[src/rtl/out_uart_tx.sv]
// OUT-port serializer: a small word FIFO feeding a UART transmitter, two bytes per word, low first.
// Define UART_PARITY_EN to append an even-parity bit to every byte (8E1 instead of 8N1).
module out_uart_tx #(
    parameter int unsigned CLK_DIV = 174,
    parameter int unsigned DEPTH   = 4
) (
    input  logic                   clk,
    input  logic                   rst_n,
    input  logic                   wr_en,
    input  logic [15:0]            wr_data,
    output logic                   full,
    output logic                   empty,
    output logic [$clog2(DEPTH):0] count,
    output logic                   overflow,
    output logic                   busy,
    output logic                   tx
);
    localparam int unsigned PtrW  = $clog2(DEPTH);
    localparam int unsigned CntW  = PtrW + 1;
    localparam int unsigned BaudW = $clog2(CLK_DIV);
    localparam logic [BaudW-1:0] BaudReload = BaudW'(CLK_DIV - 1);
    localparam logic [CntW-1:0]  CntFull    = CntW'(DEPTH);

    typedef enum logic [2:0] {
        StIdle,
        StStart,
        StData,
`ifdef UART_PARITY_EN
        StParity,
`endif
        StStop
    } state_e;

    logic [15:0]      mem_q [DEPTH];
    logic [PtrW-1:0]  wr_ptr_q, wr_ptr_d;
    logic [PtrW-1:0]  rd_ptr_q, rd_ptr_d;
    logic [CntW-1:0]  count_q, count_d;
    logic             overflow_q, overflow_d;

    state_e           state_q, state_d;
    logic [BaudW-1:0] baud_q, baud_d;
    logic [2:0]       bit_idx_q, bit_idx_d;
    logic             byte_sel_q, byte_sel_d;
    logic [15:0]      shift_q, shift_d;

    logic             push, pop;
    logic             baud_tick;
    logic [7:0]       cur_byte;

    assign full      = (count_q == CntFull);
    assign empty     = (count_q == '0);
    assign count     = count_q;
    assign overflow  = overflow_q;
    assign busy      = (state_q != StIdle) || !empty;
    assign baud_tick = (baud_q == '0);
    assign cur_byte  = byte_sel_q ? shift_q[15:8] : shift_q[7:0];

    // A pop frees a slot in the same cycle, so a write to a full FIFO still lands.
    assign push = wr_en && (!full || pop);

    always_comb begin
        wr_ptr_d   = wr_ptr_q;
        rd_ptr_d   = rd_ptr_q;
        count_d    = count_q;
        overflow_d = overflow_q | (wr_en & ~push);
        if (push) begin
            wr_ptr_d = wr_ptr_q + PtrW'(1);
        end
        if (pop) begin
            rd_ptr_d = rd_ptr_q + PtrW'(1);
        end
        case ({push, pop})
            2'b10:   count_d = count_q + CntW'(1);
            2'b01:   count_d = count_q - CntW'(1);
            default: count_d = count_q;
        endcase
    end

    always_comb begin
        state_d    = state_q;
        baud_d     = baud_q;
        bit_idx_d  = bit_idx_q;
        byte_sel_d = byte_sel_q;
        shift_d    = shift_q;
        pop        = 1'b0;
        tx         = 1'b1;
        case (state_q)
            StIdle: begin
                if (!empty) begin
                    pop        = 1'b1;
                    shift_d    = mem_q[rd_ptr_q];
                    byte_sel_d = 1'b0;
                    baud_d     = BaudReload;
                    state_d    = StStart;
                end
            end
            StStart: begin
                tx = 1'b0;
                if (baud_tick) begin
                    baud_d    = BaudReload;
                    bit_idx_d = 3'd0;
                    state_d   = StData;
                end else begin
                    baud_d = baud_q - BaudW'(1);
                end
            end
            StData: begin
                tx = cur_byte[bit_idx_q];
                if (baud_tick) begin
                    baud_d = BaudReload;
                    if (bit_idx_q == 3'd7) begin
`ifdef UART_PARITY_EN
                        state_d = StParity;
`else
                        state_d = StStop;
`endif
                    end else begin
                        bit_idx_d = bit_idx_q + 3'd1;
                    end
                end else begin
                    baud_d = baud_q - BaudW'(1);
                end
            end
`ifdef UART_PARITY_EN
            StParity: begin
                tx = ^cur_byte;
                if (baud_tick) begin
                    baud_d  = BaudReload;
                    state_d = StStop;
                end else begin
                    baud_d = baud_q - BaudW'(1);
                end
            end
`endif
            StStop: begin
                tx = 1'b1;
                if (baud_tick) begin
                    if (!byte_sel_q) begin
                        // High byte follows immediately, no idle gap inside a word.
                        byte_sel_d = 1'b1;
                        baud_d     = BaudReload;
                        state_d    = StStart;
                    end else begin
                        state_d = StIdle;
                    end
                end else begin
                    baud_d = baud_q - BaudW'(1);
                end
            end
            default: state_d = StIdle;
        endcase
    end

    always_ff @(posedge clk) begin
        if (push) begin
            mem_q[wr_ptr_q] <= wr_data;
        end
    end

    always_ff @(posedge clk or negedge rst_n) begin
        if (!rst_n) begin
            wr_ptr_q   <= '0;
            rd_ptr_q   <= '0;
            count_q    <= '0;
            overflow_q <= 1'b0;
            state_q    <= StIdle;
            baud_q     <= '0;
            bit_idx_q  <= 3'd0;
            byte_sel_q <= 1'b0;
            shift_q    <= 16'h0000;
        end else begin
            wr_ptr_q   <= wr_ptr_d;
            rd_ptr_q   <= rd_ptr_d;
            count_q    <= count_d;
            overflow_q <= overflow_d;
            state_q    <= state_d;
            baud_q     <= baud_d;
            bit_idx_q  <= bit_idx_d;
            byte_sel_q <= byte_sel_d;
            shift_q    <= shift_d;
        end
    end

endmodule

[config.mk]
export PLATFORM = sky130hd
export DESIGN_NAME = out_uart_tx
export DESIGN_NICKNAME = d
export VERILOG_FILES = /design/src/rtl/out_uart_tx.sv
export SDC_FILE = /design/constraint.sdc
export NUM_CORES = 1
export LEC_CHECK = 0
export ABC_AREA = 1
export CORE_MARGIN = 1
export CORE_UTILIZATION = 40
export CTS_CLUSTER_DIAMETER = 60
export DETAILED_ROUTE_END_ITERATION = 8
export GPL_TIMING_DRIVEN = 0
export PLACE_DENSITY_LB_ADDON = 0.25
export SYNTH_ARGS = -nofsm -noshare
export SYNTH_HDL_FRONTEND = slang
export SYNTH_SLANG_ARGS = --single-unit
[constraint.sdc]
create_clock -name clk -period 1.9 [get_ports clk]
set_input_delay 0.285 -clock clk [delete_from_list [all_inputs] [get_ports clk]]
set_output_delay 0.285 -clock clk [all_outputs]
set_load 0.1 [all_outputs]
# --- Word-level counts from Yosys, hierarchy flattened ---
# Memory sizes are Yosys's and may differ from the RTL's. A register that Yosys moved wholly into a read port is not among the register bits.
# Cells that the tools add are included.
# W data, S select, Z words.
totals:
  ff_bits: 23
  ram_bits: 64
  out_inout_bits: 8
  wordCells: 82
  memories: 1
mem_list:
  columns: ["memory", "depth", "word_bits", "read_ports", "rd_clocked_by_memory_dff", "write_ports", "line_no", "rtl"]
  rows:
  - ["mem_q", 4, 16, 1, 1, 1, "34", "logic [15:0] mem_q [DEPTH];"]
op_classes:
  addsub: 6
  n_lt_le_gt_ge: 1
  n_eq_ne: 14
  n_mux: 28
  bitwise: 4
  reduce_logical: 20
ops:
  columns: ["operator", "n"]
  rows:
  - ["$mux W8", 5]
  - ["$mux W3", 8]
  - ["$pmux W8 S3", 1]
  - ["$ne A2 B2 Y1 const B", 6]
  - ["$pmux W3 S2", 2]
  - ["$pmux W3 S4", 1]
  - ["$logic_not A8 Y1", 1]
  - ["$mux W1", 8]
  - ["$sub A8 B1 Y8 const B", 1]
  - ["$add A3 B1 Y3 const B", 2]
  - ["$eq A3 B2 Y1 const B", 2]
  - ["$eq A3 B3 Y1 const B", 2]
  - ["$logic_not A3 Y1", 2]
  - ["$reduce_and A3 Y1", 2]
  - ["$reduce_bool A2 Y1", 3]
  - ["$reduce_bool A3 Y1", 2]
  - ["$reduce_and A5 Y1", 1]
  - ["$add A2 B1 Y2 const B", 2]
  - ["$lt A3 B4 Y1 const B", 1]
  - ["$pmux W1 S2", 2]
  - ["$reduce_and A4 Y1", 1]
  - ["$bmux W1 S3", 1]
  - ["$eq A3 B1 Y1 const B", 1]
  - ["$logic_not A1 Y1", 3]
  - ["11 further kinds", 13]

# --- Longest topological paths before layout ---
# Gate-level depths: netlist of the first run.
logic_depth:
  ltp_word: 8
  ltp_mapped: 11
  mapped_depth_nobuf: 11

# --- Worst setup path after synthesis of the first run ---
# Ideal clock, no wire load.
synth_path:
  path_kind: "register to output"
  from: "reg count_q[2] (netlist: count[2])"
  to: "out full"
  arrival_ns: 3.198
  slack_ns: -1.583
  stages_incl_launch_ff: 3
  path_buffers: 0
  path_cell_list: "dfrtp_1 inv_1 nor3_1"
synth_via:
  elab_chain_cells: 1
synth_lines:
  columns: ["item", "line_no", "rtl"]
  rows:
  - ["start, declared", "37", "logic [CntW-1:0] count_q, count_d;"]
  - ["start signal, assigned", "174", "count_q <= count_d;"]
  - ["$eq A3 B3 Y1", "50", "assign full = (count_q == CntFull);"]
  - ["end, declared", "11", "output logic full,"]
# No other way between the ends.

# --- Worst setup path in the final report of the first run ---
layout_path:
  from: "reg byte_sel_q"
  to: "out tx"
layout_via:
  elab_chain_cells: 4
layout_lines:
  columns: ["item", "line_no", "rtl"]
  rows:
  - ["start, declared", "43", "logic byte_sel_q, byte_sel_d;"]
  - ["start signal, assigned", "179", "byte_sel_q <= byte_sel_d;"]
  - ["$mux W8", "56", "assign cur_byte = byte_sel_q ? shift_q[15:8] : shift_q[7:0];"]
  - ["$bmux W1 S3", "108", "tx = cur_byte[bit_idx_q];"]
  - ["$mux W1 (not written as such)", "108", null]
  - ["$pmux W1 S2", "87", "case (state_q)"]
  - ["end, declared", "16", "output logic tx"]
# No other way between the ends. The select of a mux whose other input is x is not followed.

==> results of run 1 <==
-- timing repair --
action                                  CTS  global route
pin swaps                                 1            14
endpoints found under the hold margin    10             0
resized for setup                        44            35
buffers inserted                          1             5
endpoints found under the setup margin   21            48
gates cloned                              0             2
hold buffers                              1             0
-- layout make-up --
cell class              count  area (sq um)  share of cell area
plain buffers              14          78.8              0.0141
clock buffers               9           225              0.0402
clock inverters             7          71.3              0.0127
inverters                  40           165              0.0295
multi-input cells         282          1580               0.282
flip-flops and latches    102          2890               0.516
well taps                 140           175              0.0313
repair buffers             39           410              0.0733
repair inverters            1          6.26             0.00112
-- worst paths after layout --
kind                       depth (start not counted)            to  slack (ns)
setup / recovery                                  10            tx       -0.05
hold / removal                                     2    state_q[0]        0.36
setup reg to reg                                   7   mem_q[1][6]        0.12
hold reg to reg                                    1      overflow        0.49
max in group asynchronous                          3  bit_idx_q[0]        1.07
min in group clk                                   1      overflow        0.49
-- critical path, cell delays in order, from the launching register on --
cell and delay [ns]:
dfrtp_2 0.46, buf_6 0.17, nand2_2 0.05, nand3_2 0.07
nand3_1 0.08, nand2_2 0.08, nand2_2 0.05, nand2_2 0.07
nand2_2 0.05, nand2_2 0.08, buf_12 0.17
-- layout by cell type (no fill, tap or decap), drive strengths merged, types with 2 or more instances in the layout --
cell             n
dfrtp           38
buf             25
nand2           60
nand3           27
clkbuf          15
xor2             4
clkdlybuf4s15    2
clkdlybuf4s50   17
ha              13
edfxtp          64
a31oi           16
o21ai           44
a21oi            2
clkinv           5
nand3b           2
nand4            4
nor2           105
inv             42
-- state kept, by name (all words and copies together), names as in the netlist --
name,cells
wr_ptr_q,2
count,3
bit_idx_q,3
rd_ptr_q,2
shift_q,16
mem_q,64
byte_sel_q,1
overflow,1
state_q,2
baud_q,8
-- power breakdown --
group / switching [W] / internal [W]
combinational: 0.000864 / 0.000315
sequential: 0.000128 / 0.00274
clock: 0.000867 / 0.000920
-- layer usage --
metal,global-route usage,vias to the layer above
li1,-,1566
met1,0.239,1551
met2,0.297,77
met3,0.0353,13
met4,0.0598,0
met5,0,-
-- kinds of logic (layout without fill, tap and decap cells) --
group | Yosys count | in the layout | synth area share
AND/OR/NAND/NOR | 199 | 199 | 0.194
flip-flops | 102 | 102 | 0.630
AO/OA/AOI/OAI | 65 | 65 | 0.0787
buffers and inverters | 54 | 110 | 0.0505
adder cells (fa/ha/maj) | 14 | 14 | 0.0400
XOR/XNOR | 4 | 4 | 0.00768
-- per-stage QoR --
step,std cells,cell area (sq um),setup TNS [ns],util,total power (W)
3_3_place_gp,604,5020,-76.00,0.457,0.00397
4_1_cts,627,5460,0,0.497,0.00586
3_5_place_dp,609,5110,-2.88,0.465,0.00410
6_report,634,5600,-0.0532,0.510,0.00583
2_1_floorplan,438,4590,-9.65,-,0.00365
5_1_grt,634,5600,-0.167,0.510,0.00608
==> impl_metrics.toml, run 1 <==
[yosys]
synth_common_cells = "nor2_1 (97), edfxtp_1 (64), nand2_1 (55), o21ai_0 (39), dfrtp_1 (38)"
synth_top_area_cell = "edfxtp_1"
yosysMostFrequentCell = "nor2_1"
ys_seq_elements = 102
synth.distinct_cells = 32
synth_edf_count = 64
synth_top_area_frac = 0.421
synth_cells = 438
yosysWarningCount = 0
synth_area_sq_um = 4560
syn_nets = 471
async_flop_share = 0.373
syn_avg_cell_area_sq_um = 10.4
ys_top_cells_by_area = "edfxtp_1 (42%), dfrtp_1 (21%), nor2_1 (8.0%)"
synthFlopType = "edfxtp_1"
seq_area_frac_synth = 0.630

[timing]
clock_skew_ns = 0.0114
whs_ns = 0.358
worst_pin_slew_ns = 0.953
period_share = 1.03
finalSetupViolCount = 1
min_period_ns = 1.95
max_freq_ghz = 0.512
final.setup.worst_slack_ns = -0.0532
relSlewSlack = 0.367
rsz0062_at_grt = "true"
finalMaxSlewViolations = 0
finalHoldViolations = 0

[route]
top_layer = "met4"
met2_length_mm = 4.65
wl_met1_mm = 4.50
avgRoutedWirePerCell_um = 15.3
drtIter0Drc = 229
wl_mm = 9.70
wl_met3_um = 416
ant_nets = 0
via_count = 3207
firstDrtPassIters = 4
drc = 0
viasPerCell = 5.06

[final_layout]
area_growth_pct = 22.8
drive_gt1_frac = 0.209
antenna_cells = 0
n_fill_cell = 977
fin_nets = 522

[setup_path]
cp-startpoint = "byte_sel_q"
crit_path_max_fanout = 5
cp-start-kind = "flip-flop"
critical_path_class = "flip-flop to output pin"
end_kind = "output pin"
arrival_ns = 1.67
critical_path_required_ns = 1.62
rr_startpoint = "state_q[0]"

[floorplan]
die_area_sq_um = 11800
die_w_um = 109
core_sq_um = 11000
fp-row-count = 38
start_util = 0.415
die_height_um = 109
io_pins = 27

[flow_run]
drv_cap = 0

[grt]
grt.overflow.total = 0
grt_pass1_vias = 3157
grt_util_all_layers = 0.181
grt_pass1_wl_mm = 16.0
grt_max_degree = 29
antenna_found_initial = 0

[placed_design]
place_congestion = 0.784
dp.final_hpwl_mm = 6.30
io_buffers = 26
post-place-ws_ns = -0.629

[power_and_ir_drop]
powerDensity_nw_per_um2 = 1040
max-vdd-ir-drop_uv = 1050
p_leak_nw = 2.24

[clock_network]
cts_tree = "done"
clk_pin_slew_ns = 0.08
worst_skew_pair.late_latency_ns = 0.35
cts_buffers = 9
cts_root_buffer = "clkbuf_16"
htree_num_levels = 3
clk_path_buf_depth = 2
clock_sinks = 102

[status]
violations = "negative setup slack"
status = "finished, violations left"

[min_path]
hold_path_class = "primary input to async pin"
(Power assumes the default switching activity.)
==> run 2: changes to the inputs <==
Settings changed: HOLD_SLACK_MARGIN set to 0.1.
==> results of run 2 <==
No change in the layout: final DEF, timing and power equal those of run 1.
